[src/rtl/life_support_ctrl.sv]
// Supervisory controller for the life-support unit: defend/stealth mode FSM with
// minimum hold, cooldown-spaced resupply strobes and a sticky abort on persistent fatal status.
module life_support_ctrl #(
  parameter int unsigned N          = 32,
  parameter int unsigned PWR_FULL   = 1000,
  parameter int unsigned O2_FULL    = 500,
  parameter int unsigned PWR_LOW    = 30,
  parameter int unsigned O2_LOW     = 20,
  parameter int unsigned SHIELD_LOW = 50,
  parameter int unsigned TEMP_HIGH  = 90,
  parameter int unsigned HOLD       = 8,
  parameter int unsigned COOLDOWN   = 16,
  parameter int unsigned FATAL_CNT  = 3
) (
  input  logic         clk,
  input  logic         rst,
  input  logic [N-1:0] in_shield,
  input  logic [N-1:0] in_temp,
  input  logic [N-1:0] in_power,
  input  logic [N-1:0] in_o2,
  input  logic         in_fatal,
  input  logic         threat,
  input  logic         stealth_req,
  output logic [3:0]   mode,
  output logic         chrg,
  output logic         o2sup,
  output logic [N-1:0] pwr_val,
  output logic [N-1:0] o2_val,
  output logic         warn,
  output logic         alarm,
  output logic [2:0]   state
);

  localparam int unsigned HW = $clog2(HOLD + 1);
  localparam int unsigned CW = $clog2(COOLDOWN + 1);
  localparam int unsigned FW = $clog2(FATAL_CNT + 1);

  localparam logic [HW-1:0] HOLD_V    = HW'(HOLD);
  localparam logic [CW-1:0] CD_V      = CW'(COOLDOWN);
  localparam logic [FW-1:0] FAT_LAST  = FW'(FATAL_CNT - 1);

  typedef enum logic [2:0] {
    IDLE    = 3'd0,
    NORMAL  = 3'd1,
    DEFEND  = 3'd2,
    STEALTH = 3'd3,
    ABORT   = 3'd4
  } state_t;

  state_t        state_q, state_d;
  logic [HW-1:0] hold_q, hold_d;
  logic [FW-1:0] fat_q, fat_d;
  logic [CW-1:0] pwr_cd, o2_cd;
  logic          low_pwr, low_o2, hot, shield_ok, active;

  assign low_pwr   = in_power <  N'(PWR_LOW);
  assign low_o2    = in_o2    <  N'(O2_LOW);
  assign hot       = in_temp  >= N'(TEMP_HIGH);
  assign shield_ok = in_shield >= N'(SHIELD_LOW);
  assign active    = (state_q == NORMAL) || (state_q == DEFEND) || (state_q == STEALTH);

  assign pwr_val = N'(PWR_FULL);
  assign o2_val  = N'(O2_FULL);
  assign state   = state_q;

  function automatic logic [3:0] mode_of(input state_t s);
    case (s)
      DEFEND:  mode_of = 4'b0100;
      STEALTH: mode_of = 4'b1000;
      default: mode_of = 4'b0000;
    endcase
  endfunction

  always_comb begin
    // NOTE: every combinational output gets a default first so no path leaves it unassigned (no latch).
    state_d = state_q;
    hold_d  = (hold_q != '0) ? hold_q - 1'b1 : '0;
    fat_d   = '0;

    case (state_q)
      IDLE: state_d = NORMAL;
      NORMAL: begin
        if (threat) begin
          state_d = DEFEND;
          hold_d  = HOLD_V;
        end else if (stealth_req) begin
          state_d = STEALTH;
          hold_d  = HOLD_V;
        end
      end
      DEFEND: begin
        if (threat)                          hold_d  = HOLD_V;
        else if (hold_q == '0 && shield_ok)  state_d = NORMAL;
      end
      STEALTH: begin
        if (threat) begin
          state_d = DEFEND;
          hold_d  = HOLD_V;
        end else if (hot || (hold_q == '0 && !stealth_req)) begin
          state_d = NORMAL;
        end
      end
      ABORT:   state_d = ABORT;
      default: state_d = IDLE;
    endcase

    // Persistent fatal status wins over any mode transition chosen above.
    if (active && in_fatal) begin
      if (fat_q >= FAT_LAST) state_d = ABORT;
      else                   fat_d   = fat_q + 1'b1;
    end
  end

  // NOTE: sequential state uses non-blocking assignments only; later assignments in the block override defaults.
  always_ff @(posedge clk or negedge rst) begin
    if (!rst) begin
      state_q <= IDLE;
      mode    <= 4'b0000;
      hold_q  <= '0;
      fat_q   <= '0;
      pwr_cd  <= '0;
      o2_cd   <= '0;
      chrg    <= 1'b0;
      o2sup   <= 1'b0;
      warn    <= 1'b0;
      alarm   <= 1'b0;
    end else begin
      state_q <= state_d;
      mode    <= mode_of(state_d);
      hold_q  <= hold_d;
      fat_q   <= fat_d;
      chrg    <= 1'b0;
      o2sup   <= 1'b0;
      pwr_cd  <= (pwr_cd != '0) ? pwr_cd - 1'b1 : '0;
      o2_cd   <= (o2_cd  != '0) ? o2_cd  - 1'b1 : '0;

      if (state_q == IDLE) begin
        chrg   <= 1'b1;
        o2sup  <= 1'b1;
        pwr_cd <= CD_V;
        o2_cd  <= CD_V;
        warn   <= 1'b0;
      end else if (state_d == ABORT) begin
        alarm <= 1'b1;
        warn  <= 1'b1;
      end else begin
        if (low_pwr && pwr_cd == '0) begin
          chrg   <= 1'b1;
          pwr_cd <= CD_V;
        end
        if (low_o2 && o2_cd == '0) begin
          o2sup <= 1'b1;
          o2_cd <= CD_V;
        end
        warn <= low_pwr | low_o2 | hot;
      end
    end
  end

endmodule

[config.mk]
export PLATFORM = sky130hd
export DESIGN_NAME = life_support_ctrl
export DESIGN_NICKNAME = d
export VERILOG_FILES = /design/src/rtl/life_support_ctrl.sv
export SDC_FILE = /design/constraint.sdc
export NUM_CORES = 1
export LEC_CHECK = 0
export ABC_AREA = 1
export CORE_MARGIN = 1
export CORE_UTILIZATION = 33
export DETAILED_ROUTE_END_ITERATION = 10
export GPL_ROUTABILITY_DRIVEN = 1
export PLACE_DENSITY = 0.88
export SYNTH_ARGS = -nofsm -noshare
export SYNTH_HDL_FRONTEND = slang
export SYNTH_SLANG_ARGS = --single-unit
[constraint.sdc]
create_clock -name clk -period 4.3 [get_ports clk]
set_clock_uncertainty 0.15 [all_clocks]
set_input_delay 0.86 -clock clk [delete_from_list [all_inputs] [get_ports clk]]
set_output_delay 0.86 -clock clk [all_outputs]
set_load 0.02 [all_outputs]
* Yosys cells after proc, flatten, opt, wreduce, memory -nomap -nowiden
Index checks and enable logic that the tools add are counted.
Storage, ports and cells: word-level logic and storage cells 80, input port bits 133, register bits after elaboration 27
Cells by class: order comparisons 5, $add $sub $neg 4, bitwise gates (word level) 3, multiplexer cells 33, reduce and logical (&&, ||, !) cells 18, eq/ne operators 7
Operator list (number):
- 32-bit by 5-bit < comparator with 1-bit output (second input constant) | 2
- 5-bit 2-to-1 mux | 8
- 32-bit by 6-bit greater-or-equal comparator with 1-bit output (second input constant) | 1
- 32-bit by 7-bit greater-or-equal comparator with 1-bit output (second input constant) | 1
- 3-bit 2-to-1 mux | 8
- 4-bit 2-to-1 mux | 4
- 4-bit one-hot mux with 2 select lines | 2
- 3-bit one-hot mux with 5 select lines | 1
- 3-bit by 2-bit == test with 1-bit output (second input constant) | 4
- 5-bit zero test | 2
- 5-bit nonzero test | 2
- 5-bit by 1-bit subtractor with 5-bit output (second input constant) | 2
- 1-bit 2-to-1 mux | 8
- 3-bit == test (second input constant) | 2
- 1-bit logical AND | 5
- 4-bit zero test | 1
- 2-bit 2-to-1 mux | 2
- 4-bit nonzero test | 1
- 4-bit by 1-bit subtractor with 4-bit output (second input constant) | 1
- 3-bit by 1-bit == test with 1-bit output (second input constant) | 1
- 3-bit zero test | 1
- 1-bit logical OR | 3
- 2-bit by 1-bit adder with 2-bit output (second input constant) | 1
- 2-bit greater-or-equal comparator (second input constant) | 1
- other kinds (5) | 6

* Logic depth before layout (Yosys ltp)
word-level depth 11, mapped depth 11

* Worst setup path after synthesis
No wires, ideal clock.
path kind input to register, start input in_power[6], end register warn, path buffers 0, data arrival time 1624 ps, setup time 65 ps, data required time 4085 ps, path slack 2461 ps, stages on the path 8, cell sequence nor3_1 -> o21ai_0 -> or2_1 -> nor2_1 -> inv_1 -> nand2_1 -> o21ai_0 -> nand2_1
On the way: longest elaborated chain between the ends 5
Ends and longest elaborated chain:
- start, declared | RTL line 19 | input logic [N-1:0] in_power,
- 32-bit by 5-bit < comparator with 1-bit output | RTL line 56 | assign low_pwr = in_power < N'(PWR_LOW);
- 1-bit OR (2 in series) | RTL line 155 | warn <= low_pwr | low_o2 | hot;
- 1-bit 2-to-1 mux | RTL line 143 | end else if (state_d == ABORT) begin
- 1-bit 2-to-1 mux | RTL line 137 | if (state_q == IDLE) begin
- end signal, assigned | RTL line 155
- end, declared | RTL line 29 | output logic warn,
No other way between the ends. A chain may end at the register's enable or synchronous reset.

* Worst setup path in the final report
start register state_q[0] (netlist: state[0]), end output state[0]
RTL lines:
- start, declared | RTL line 50 | state_t state_q, state_d;
- start signal, assigned | RTL line 128 | state_q <= state_d;
- end, declared | RTL line 31 | output logic [2:0] state
No word-level cell between the ends.

==> results.ini <==
[clock_tree]
clkTransAtPathRegs_ps=90
tritoncts=done
ctsHtreeMaxLevel=1
numCtsBuffers=3
cts_setup_buffers=0
clockRootBuffer=clkbuf_8
hold_buffers=0
worstSkewPairLatency_ps=270
cts_sinks=25
cts_buffer_depth=2
cts_resized=0

[yosys]
ys_warn_count=0
synth.ff_latch_count=25
synth.area.top_cells=dfrtp_1 (29%), buf_4 (23%), nor2_1 (14%)
netlist_instances=315
synthMostInstantiatedCell=nor2_1
synth_top_area_frac=0.294
yosys.area.top_type=dfrtp_1
synth_edf_count=0
async_reset_ff_frac=1.00
synthTopCellsByCount=nor2_1 (78), buf_4 (66), nand2_1 (46), inv_1 (31), dfrtp_1 (25)
syn_area_um2=2130
avgSynthCellArea_um2=6.75
synth_cell_type_count=26
synth.yosys.seq_area_share=0.294
synth-main-ff-cell=dfrtp_1

[power]
pwr-share-clk=0.243
p_seq_frac=0.414
power_uw=568
switching_power_uw=158
pwr_density_cell_nw_per_um2=168
p_sw_frac=0.279
vdd_drop_max_uv=123
leakage_uw=0.00164
power.internal_uw=409
combPwrFrac=0.343

[route]
drt_wl_total_um=5240
drt_iter0_drc=71
detailroute.via_count=2203
drt-pass1-iter-count=4
antenna_left=0
drt-wirelength-per-cell_um=9.92
route.detailed.drc=0
avgViaCountPerCell=4.17

[global_route]
grt_pass1_wl_um=7850
grt_pass1_vias=2068
grt.overflow.total=0
track_usage=0.147
grt_max_degree=26
antenna_found_initial=0

[status]
run_status=finished clean

[setup_path]
worstPathRequired_ps=3290
crit_path_end_kind=output pin
crit_chain=clkdlybuf4s50_1
slowest_delay_ps=640
cp_top_family=buffers and inverters
crit_type=register to output pin
cp.buffers_inverters=1
slowest_stage=clkdlybuf4s50_1
critPathMaxFanout=5
start_kind=register
worstPathArrival_ps=1350

[placed_design]
place_hpwl_um=4710
port_buffers=136
routabilityCongestion=0.799
postPlaceCellArea_um2=3330

[job]
cap_violations=0

[sta]
timing.slew.headroom=0.300
rsz0062_at_grt=false
worst_pin_slew_ps=1050
fin_crit_ps=2360
setup_tns_ps=0
setup_viol=0
hold_viol=0
slew_violations=0
fmaxAchievable_mhz=424
period_share=0.548

[die]
core_area_um2=6060
dieArea_um2=6770
rows=28
start_util=0.351
ios=208
die_x_um=82.3
fp.dieH_um=82.3

[layout]
layout-drive-gt1-share=0.0464
design_area_um2=3370
diodes=0
final_nets=589
final.fill_count=575
area_growth_pct=58.6

[min_path]
holdCritPathClass=register to register

-- placed cells by master, fill, tap and decap left out, drive strengths merged, types with 4 or more instances in the layout --
cell and n:
xnor2 4, o21ai 12, nand4 9, clkdlybuf4s50 136, conb 66, nor3 6
nand3 11, nand2 51, nor2 84, dfrtp 25, inv 34
-- power by group through the flow --
| stage | combinational (uW) | sequential (uW) | clock [uW] |
|---|---|---|---|
| finish | 195 | 235 | 138 |
| global route | 212 | 235 | 153 |
| CTS | 195 | 235 | 144 |
| detailed placement | 194 | 240 | 0 |
| global placement | 192 | 240 | 0 |
| floorplan | 117 | 240 | 0 |
-- metrics by stage --
step	util	cells	worst slack (ps)	hold WS [ps]
2_1_floorplan	-	379	2460	260
3_3_place_gp	0.549	524	1900	274
3_5_place_dp	0.549	524	1860	291
4_1_cts	0.557	528	1940	311
5_1_grt	0.557	528	1890	321
6_report	0.557	528	1940	303
-- per-layer routing --
layer | GRT usage | share of wire | up-vias
li1 | - | - | 1113
met1 | 0.147 | 0.36 | 973
met5 | 0 | 0 | -
met4 | 0.0351 | 0.0013 | 0
met2 | 0.307 | 0.55 | 115
met3 | 0.0253 | 0.091 | 2
-- state kept, by name, summed over array words and instances, names as in the netlist --
signal,flops
mode,2
hold_q,4
fat_q,2
o2sup,1
alarm,1
pwr_cd,5
chrg,1
state,3
o2_cd,5
warn,1
-- logic make-up after synthesis --
logic type      synth area share
simple gates               0.340
buf+inv                    0.293
flops                      0.294
compound gates            0.0412
xor+xnor                  0.0165
fa+ha+maj                 0.0118
other cells              0.00353
-- final timing paths --
kind | to | cells past startpoint | startpoint | slack (ps)
setup / recovery | state[0] | 1 | state[0] | 1940
hold / removal | fat_q[0] | 1 | fat_q[0] | 300
setup reg to reg | o2_cd[4] | 10 | state[2] | 2680
hold reg to reg | fat_q[0] | 1 | fat_q[0] | 300
max in group asynchronous | o2_cd[4] | 1 | rst | 2360
min in group asynchronous | state[1] | 1 | rst | 1000
-- area by class of cell --
class                           count  area (um^2)  area share
Clock buffer                        3         41.3      0.0122
Clock inverter                      1         5.00     0.00148
Inverter                           34          128      0.0378
Multi-Input combinational cell    254         1120       0.332
Sequential cell                    25          626       0.185
Tap cell                           75         93.8      0.0278
Timing Repair Buffer              136         1360       0.404
Power figures use the tool's default switching activity.
